$ cat config.mk
export PLATFORM = sky130hd
export DESIGN_NAME = ippcsge_link_sup
export DESIGN_NICKNAME = d
export VERILOG_FILES = /design/src/rtl/ippcsge_link_sup.sv
export SDC_FILE = /design/constraint.sdc
export NUM_CORES = 1
export LEC_CHECK = 0
export CAP_MARGIN = 25
export CELL_PAD_IN_SITES_DETAIL_PLACEMENT = 2
export CELL_PAD_IN_SITES_GLOBAL_PLACEMENT = 2
export CORE_ASPECT_RATIO = 0.5
export CORE_MARGIN = 8
export CORE_UTILIZATION = 37
export CTS_BUF_LIST = sky130_fd_sc_hd__clkbuf_4 sky130_fd_sc_hd__clkbuf_8
export DETAILED_ROUTE_END_ITERATION = 7
export PLACE_DENSITY = 0.9
export REMOVE_ABC_BUFFERS = 1
export SKIP_LAST_GASP = 1
export SYNTH_ARGS = -nofsm -noshare
export SYNTH_HDL_FRONTEND = slang
export SYNTH_SLANG_ARGS = --single-unit
$ cat constraint.sdc
create_clock -name rxclk -period 6.8 [get_ports rxclk]
set_clock_uncertainty 0.2 [all_clocks]
set_input_delay 1.36 -clock rxclk [delete_from_list [all_inputs] [get_ports rxclk]]
set_output_delay 1.36 -clock rxclk [all_outputs]
set_load 0.01 [all_outputs]
$ cat src/rtl/ippcsge_link_sup.sv
// ippcsge_link_sup: debounces PCS sync/xmit/rudi into a qualified link_up and restarts autoneg on timeout
module ippcsge_link_sup #(
  parameter logic [15:0] UP_DLY = 16'd1000,
  parameter logic [15:0] DN_DLY = 16'd8,
  parameter logic [19:0] RESTART_TO = 20'd600000,
  parameter logic [3:0] RESTART_PW = 4'd4,
  parameter int CNT_W = 16
) (
  input  logic             rxclk,
  input  logic             rst,
  input  logic             en,
  input  logic             sync,
  input  logic [1:0]       xmit,
  input  logic [1:0]       rudi,
  input  logic             clr_cnt,
  output logic             an_restart,
  output logic             link_up,
  output logic             link_chg,
  output logic [2:0]       link_state,
  output logic [CNT_W-1:0] flap_cnt,
  output logic [CNT_W-1:0] restart_cnt
);
  typedef enum logic [2:0] {
    DOWN = 3'd0, WAIT_AN = 3'd1, QUALIFY = 3'd2, UP = 3'd3, HOLD = 3'd4, RESTART = 3'd5
  } state_t;
  localparam logic [19:0] UP_LAST = 20'(UP_DLY - 16'd1);
  localparam logic [19:0] DN_LAST = 20'(DN_DLY - 16'd2);
  localparam logic [19:0] TO_LAST = RESTART_TO - 20'd1;
  localparam logic [19:0] PW_LAST = 20'(RESTART_PW - 4'd1);
  state_t state_q, state_d;
  logic [19:0] timer_q, timer_d;
  logic an_restart_q, an_restart_d, link_up_q, link_up_d, link_chg_q, link_chg_d;
  logic [CNT_W-1:0] flap_cnt_q, flap_cnt_d, restart_cnt_q, restart_cnt_d;
  logic good, flap_inc, restart_inc;
  assign good = sync & (xmit == 2'd2) & (rudi != 2'b11);
  always_comb begin
    state_d = state_q;
    timer_d = '0;
    flap_inc = 1'b0;
    if (!en) state_d = DOWN;
    else case (state_q)
      DOWN: state_d = WAIT_AN;
      WAIT_AN: if (good) state_d = QUALIFY;
               else if (timer_q == TO_LAST) state_d = RESTART;
               else timer_d = timer_q + 20'd1;
      RESTART: if (timer_q == PW_LAST) state_d = WAIT_AN;
               else timer_d = timer_q + 20'd1;
      QUALIFY: if (!good) state_d = WAIT_AN;
               else if (timer_q == UP_LAST) state_d = UP;
               else timer_d = timer_q + 20'd1;
      UP: if (!good) begin
            state_d = (DN_DLY == 16'd1) ? WAIT_AN : HOLD;
            flap_inc = (DN_DLY == 16'd1);
          end
      HOLD: if (good) state_d = UP;
            else if (timer_q == DN_LAST || DN_DLY == 16'd1) begin
              state_d = WAIT_AN;
              flap_inc = 1'b1;
            end else timer_d = timer_q + 20'd1;
      default: state_d = DOWN;
    endcase
    restart_inc = (state_d == RESTART) && (state_q != RESTART);
    an_restart_d = state_d == RESTART;
    link_up_d = (state_d == UP) || (state_d == HOLD);
    link_chg_d = link_up_d ^ link_up_q;
    flap_cnt_d = clr_cnt ? CNT_W'(flap_inc) : flap_cnt_q + CNT_W'(flap_inc & ~&flap_cnt_q);
    restart_cnt_d = clr_cnt ? CNT_W'(restart_inc) : restart_cnt_q + CNT_W'(restart_inc & ~&restart_cnt_q);
  end
  always_ff @(posedge rxclk or posedge rst) begin
    if (rst) begin
      state_q <= DOWN;
      timer_q <= '0;
      an_restart_q <= 1'b0;
      link_up_q <= 1'b0;
      link_chg_q <= 1'b0;
      flap_cnt_q <= '0;
      restart_cnt_q <= '0;
    end else begin
      state_q <= state_d;
      timer_q <= timer_d;
      an_restart_q <= an_restart_d;
      link_up_q <= link_up_d;
      link_chg_q <= link_chg_d;
      flap_cnt_q <= flap_cnt_d;
      restart_cnt_q <= restart_cnt_d;
    end
  end
  assign an_restart = an_restart_q;
  assign link_up = link_up_q;
  assign link_chg = link_chg_q;
  assign link_state = state_q;
  assign flap_cnt = flap_cnt_q;
  assign restart_cnt = restart_cnt_q;
endmodule

After elaboration in Yosys (flattened, before gate mapping)
Cells that the tools add are included.
- logic and storage cells: 62
- input port bits: 9
- bits in registers: 58
- reductions and logical operators: 7
- add/subtract/negate cells: 3
- mux-type cells: 25
- bitwise logic cells: 5
- equality and inequality tests: 15
- operator list (kind ; count):
    two-way mux 20 bit ; 8
    one-hot mux 20 bit (4 select lines) ; 1
    adder 16 x 1 -> 16 bit ; 2
    two-way mux 16 bit ; 2
    AND reduction 16 bit ; 2
    two-way mux 3 bit ; 9
    adder 20 x 1 -> 20 bit, second input constant ; 1
    equality test 20 x 10 -> 1 bit, second input constant ; 1
    equality test 20 x 2 -> 1 bit, second input constant ; 1
    equality test 20 bit, second input constant ; 1
    equality test 20 x 3 -> 1 bit, second input constant ; 1
    one-hot mux 3 bit (6 select lines) ; 1
    equality test 3 bit, second input constant ; 4
    equality test 3 x 2 -> 1 bit, second input constant ; 3
    AND 1 bit ; 4
    two-way mux 1 bit ; 4
    equality test 3 x 1 -> 1 bit, second input constant ; 1
    zero test 3 bit ; 1
    != test 3 bit, second input constant ; 1
    equality test 2 bit, second input constant ; 1
    zero test 1 bit ; 2
    != test 2 bit, second input constant ; 1
    logical AND 1 bit ; 1
    logical OR 1 bit ; 1
    XOR 1 bit ; 1

Logic depth before layout (Yosys ltp)
- depth in word-level cells: 11
- mapped depth: 13
- depth with buffers taken out: 13

Least setup slack after synthesis
Ideal clock, no wire load.
- path type: input-to-reg
- start point: input port sync
- end point: register flap_cnt_q[10] (netlist: flap_cnt[10])
- library setup time: 0.078 ns
- path buffers: 2
- stages: 12
- required time: 6.522 ns
- setup slack: 2.896 ns
- arrival time: 3.626 ns
- path through: and3b_1 clkbuf_1 a211oi_1 and3_1 o41a_1 ha_1 ha_1 nand3_1 or2_2 clkbuf_1 or3_1 a21oi_1
- cells in the longest elaborated chain, start to end: 8
- RTL lines (element ; line ; text):
    start, declared ; 12 ; input logic sync,
    AND 1 bit (2 in a row) ; 35 ; assign good = sync & (xmit == 2'd2) & (rudi != 2'b11);
    two-way mux 1 bit ; 55 ; HOLD: if (good) state_d = UP;
    two-way mux 1 bit ; n/a ;
    two-way mux 1 bit ; 40 ; if (!en) state_d = DOWN;
    AND 1 bit ; 66 ; flap_cnt_d = clr_cnt ? CNT_W'(flap_inc) : flap_cnt_q + CNT_W'(flap_inc & ~&flap_cnt_q);
    adder 16 x 1 -> 16 bit ; 66 ;
    two-way mux 16 bit ; 66 ;
    net flap_cnt_d[10] ; 33 ; logic [CNT_W-1:0] flap_cnt_q, flap_cnt_d, restart_cnt_q, restart_cnt_d;
    end signal, assigned ; 84 ; flap_cnt_q <= flap_cnt_d;
    end, declared ; 33 ;
The timed path passes the listed nets, and every way through them passes these cells.

Worst setup path in the final report
- start point: input port xmit[0]
- end point: register restart_cnt_q[15] (netlist: restart_cnt[15])
- cells in the longest elaborated chain, start to end: 11
- elaborated cells between the ends (all ways): 14
- RTL lines (element ; line ; text):
    start, declared ; 13 ; input logic [1:0] xmit,
    equality test 2 bit (*) ; 35 ;
    AND 1 bit (*) (2 in a row) ; 35 ;
    two-way mux 3 bit, on equally long branches ; n/a ;
    one-hot mux 3 bit (6 select lines) (*) ; 41 ; else case (state_q)
    two-way mux 3 bit (*) ; 40 ;
    equality test 3 bit (*) ; n/a ;
    net an_restart_d ; 32 ; logic an_restart_q, an_restart_d, link_up_q, link_up_d, link_chg_q, link_chg_d;
    logical AND 1 bit (*) ; 62 ; restart_inc = (state_d == RESTART) && (state_q != RESTART);
    AND 1 bit (*) ; 67 ; restart_cnt_d = clr_cnt ? CNT_W'(restart_inc) : restart_cnt_q + CNT_W'(restart_inc & ~&restart_cnt_q);
    adder 16 x 1 -> 16 bit (*) ; 67 ;
    two-way mux 16 bit (*) ; 67 ;
    net restart_cnt_d[15] ; 33 ;
    end signal, assigned ; 85 ; restart_cnt_q <= restart_cnt_d;
    end, declared ; 33 ;
The timed path passes the listed nets; every way through them passes the cells marked *.

==> flow_metrics.env <==
export IMPL_area_delta_synth_final_pct=25.1
export IMPL_final_cell_mix="58 x dfrtp_1, 54 x nor2_1, 46 x clkdlybuf4s50_1, 32 x xor2_1, 30 x nand2_1"
export IMPL_fp_dieW_um=144
export IMPL_netlist_instances=315
export IMPL_fmax_ghz=0.219
export IMPL_pre_cts_slack_ns=2.07
export IMPL_grt_usage_pct=21.0
export IMPL_wl_met2_mm=5.99
export IMPL_crit_type="in -> reg"
export IMPL_cts_max_level=3
export IMPL_synth_area_leaders="dfrtp_1 48%, xor2_1 9.3%, nor2_1 6.7%"
export IMPL_drive_above_1_share_pct=7.61
export IMPL_finalSetupTns_ns=0
export IMPL_clockBufferDepth=2
export IMPL_routed_wirelength_mm=11.2
export IMPL_overflow=0
export IMPL_row_count=23
export IMPL_final_max_slew_viol_count=0
export IMPL_antenna_left=0
export IMPL_cts_tree="yes"
export IMPL_layout_commonest_cell="dfrtp_1"
export IMPL_clock_tree_root_cell="clkbuf_8"
export IMPL_yosys_most_used_dff="dfrtp_1"
export IMPL_synth_edf_count=0
export IMPL_dp_hpwl_mm=7.35
export IMPL_grt_pass1_wl_mm=18.1
export IMPL_finalInstanceArea_sq_um=3780
export IMPL_start_util_pct=37.9
export IMPL_arrival_ns=4.64
export IMPL_hp_start="link_up$_DFF_PP0_"
export IMPL_cts_sinks=58
export IMPL_n_antenna_cell=0
export IMPL_place_inst=465
export IMPL_postCtsSetupBuffers=0
export IMPL_worstPathRequired_ns=6.86
export IMPL_yosys_warnings=0
export IMPL_finalNonFillerCells=480
export IMPL_drt_first_iter_violations=134
export IMPL_hold_violations=0
export IMPL_yosysTopAreaCellShare_pct=48.1
export IMPL_syn_area_sq_um=3020
export IMPL_slew_headroom_pct=49.0
export IMPL_die_h_um=79.9
export IMPL_wl_met3_um=470
export IMPL_insertion_delay_ns=0.37
export IMPL_drc_errors=0
export IMPL_hp_class="reg -> reg"
export IMPL_ctsHoldBuffers=0
export IMPL_startpoint_type="input pin"
export IMPL_period_share_pct=67.3
export IMPL_finalNetCount=379
export IMPL_min_period_ns=4.58
export IMPL_antenna_found_initial=0
export IMPL_highest_layer="met4"
export IMPL_ys_async_sr_fraction_pct=100
export IMPL_vias=2655
export IMPL_setup_ws_ns=2.22
export IMPL_setup_viol=0
export IMPL_place_gp_congestion=0.804
export IMPL_fill_cells=836
export IMPL_worstSetupStartpoint="xmit[0]"
export IMPL_placed_area_sq_um=3590
export IMPL_vias_per_cell=5.53
export IMPL_post_drt_wl_per_cell_um=23.2
export IMPL_ys_types=45
export IMPL_met1_length_mm=4.32
export IMPL_rsz0062_at_grt="no"
export IMPL_critical_path_endpoint_type="register"
export IMPL_cts_buffers=9
export IMPL_grt_max_degree=59
export IMPL_p_leak_nw=1.58
export IMPL_maxCapViolations=0
export IMPL_status="finished clean"
export IMPL_grt_pass1_vias=3055
export IMPL_yosysSeqAreaShare_pct=48.1
export IMPL_worstMarginPinSlew_ns=0.765
export IMPL_ys_ff_latch=58
export IMPL_io_pins=47
export IMPL_power_density_nw_per_um2=185
export IMPL_die_area_sq_um=11500
export IMPL_core_area_sq_um=7970
export IMPL_path_max_fanout=6
export IMPL_r2r_start="timer_q[14]$_DFF_PP0_"
export IMPL_ir_worst_vdd_uv=161
export IMPL_port_buffers=46
export IMPL_cts_resized_gates=0
export IMPL_yosys_area_top_type="dfrtp_1"
export IMPL_syn_area_per_cell_sq_um=9.58
export IMPL_clk_pin_slew_worst_paths_ns=0.08
export IMPL_dr_pass1_iters=4
==> metal layers <==
layer  vias to the layer above  GRT usage, %
li1                       1173             -
met1                      1379          22.2
met2                        72          38.3
met3                        31          5.91
met4                         0          10.8
met5                         -             0
==> where the power goes <==
group | switching (mW) | internal, mW | leakage [nW]
registers | 0.00282 | 0.346 | 0.808
logic | 0.0206 | 0.0115 | 0.671
clock network | 0.153 | 0.165 | 0.0986
==> path summary, 6_finish.rpt <==
path | cells past startpoint | slack (ns) | endpoint
worst min-delay path | 1 | 0.30 | link_chg$_DFF_PP0_
worst max register to register | 11 | 3.04 | flap_cnt[14]$_DFF_PP0_
max in group asynchronous | 3 | 4.54 | flap_cnt[3]$_DFF_PP0_
worst max-delay path | 12 | 2.22 | restart_cnt[15]$_DFF_PP0_
min in group asynchronous | 3 | 1.34 | link_state[0]$_DFF_PP0_
worst min register to register | 1 | 0.30 | link_chg$_DFF_PP0_
==> flip-flops by register name, summed over array words and instances (netlist names) <==
| name | cells |
|---|---|
| timer_q | 20 |
| flap_cnt | 16 |
| restart_cnt | 16 |
| link_state | 3 |
| an_restart | 1 |
| link_chg | 1 |
| link_up | 1 |
==> critical path, stage by stage <==
cell and delay [ns]:
clkdlybuf4s50_1 0.45, and3b_1 0.25, a211oi_1 0.41, o31ai_1 0.19
o211ai_1 0.19, nor3b_2 0.33, o211a_1 0.24, ha_1 0.22
and2_1 0.27, nand2_1 0.14, or3_1 0.32, a21oi_1 0.27
==> cells in the mapped netlist, types with 2 or more instances <==
library cell and instances:
xnor2_1 11, and2_1 4, nor2b_1 3, o31ai_1 2, nand4_1 10, nor4bb_1 2, and4_1 2, nand2b_1 5
o21ai_0 8, nor3_1 4, buf_4 2, xor2_1 32, and3_1 7, inv_1 3, o211ai_1 2, dfrtp_1 58
ha_1 6, nand2_1 30, a21oi_1 10, clkbuf_1 9, nand3_1 21, nor4_1 2, nor2_1 54, or3_1 7
==> cell type report <==
cell class,count,area [sq um],share of cell area [%]
multi-input combinational,243,1510,39.9
sequential,58,1450,38.4
timing repair buffer,49,483,12.8
tap,112,140,3.71
clock buffer,9,124,3.28
clock inverter,6,58.8,1.56
inverter,3,11.3,0.298
==> stage by stage <==
stage	utilization [%]	total power [mW]	hold slack [ns]
2_1_floorplan	-	0.369	0.293
4_1_cts	47.4	0.708	0.298
3_3_place_gp	45.1	0.385	0.251
6_report	47.4	0.699	0.301
3_5_place_dp	45.1	0.388	0.279
5_1_grt	47.4	0.721	0.305
==> cell families (layout without fill, tap and decap cells) <==
kind of cell / after synthesis / count (layout) / synth area share, %
simple gates: 161 / 161 / 27.5
buf+inv: 14 / 67 / 1.99
compound gates: 32 / 32 / 7.09
mux: 1 / 1 / 0.373
flops: 58 / 58 / 48.1
fa+ha+maj: 6 / 6 / 2.49
xor+xnor: 43 / 43 / 12.5
(Power assumes the default switching activity.)
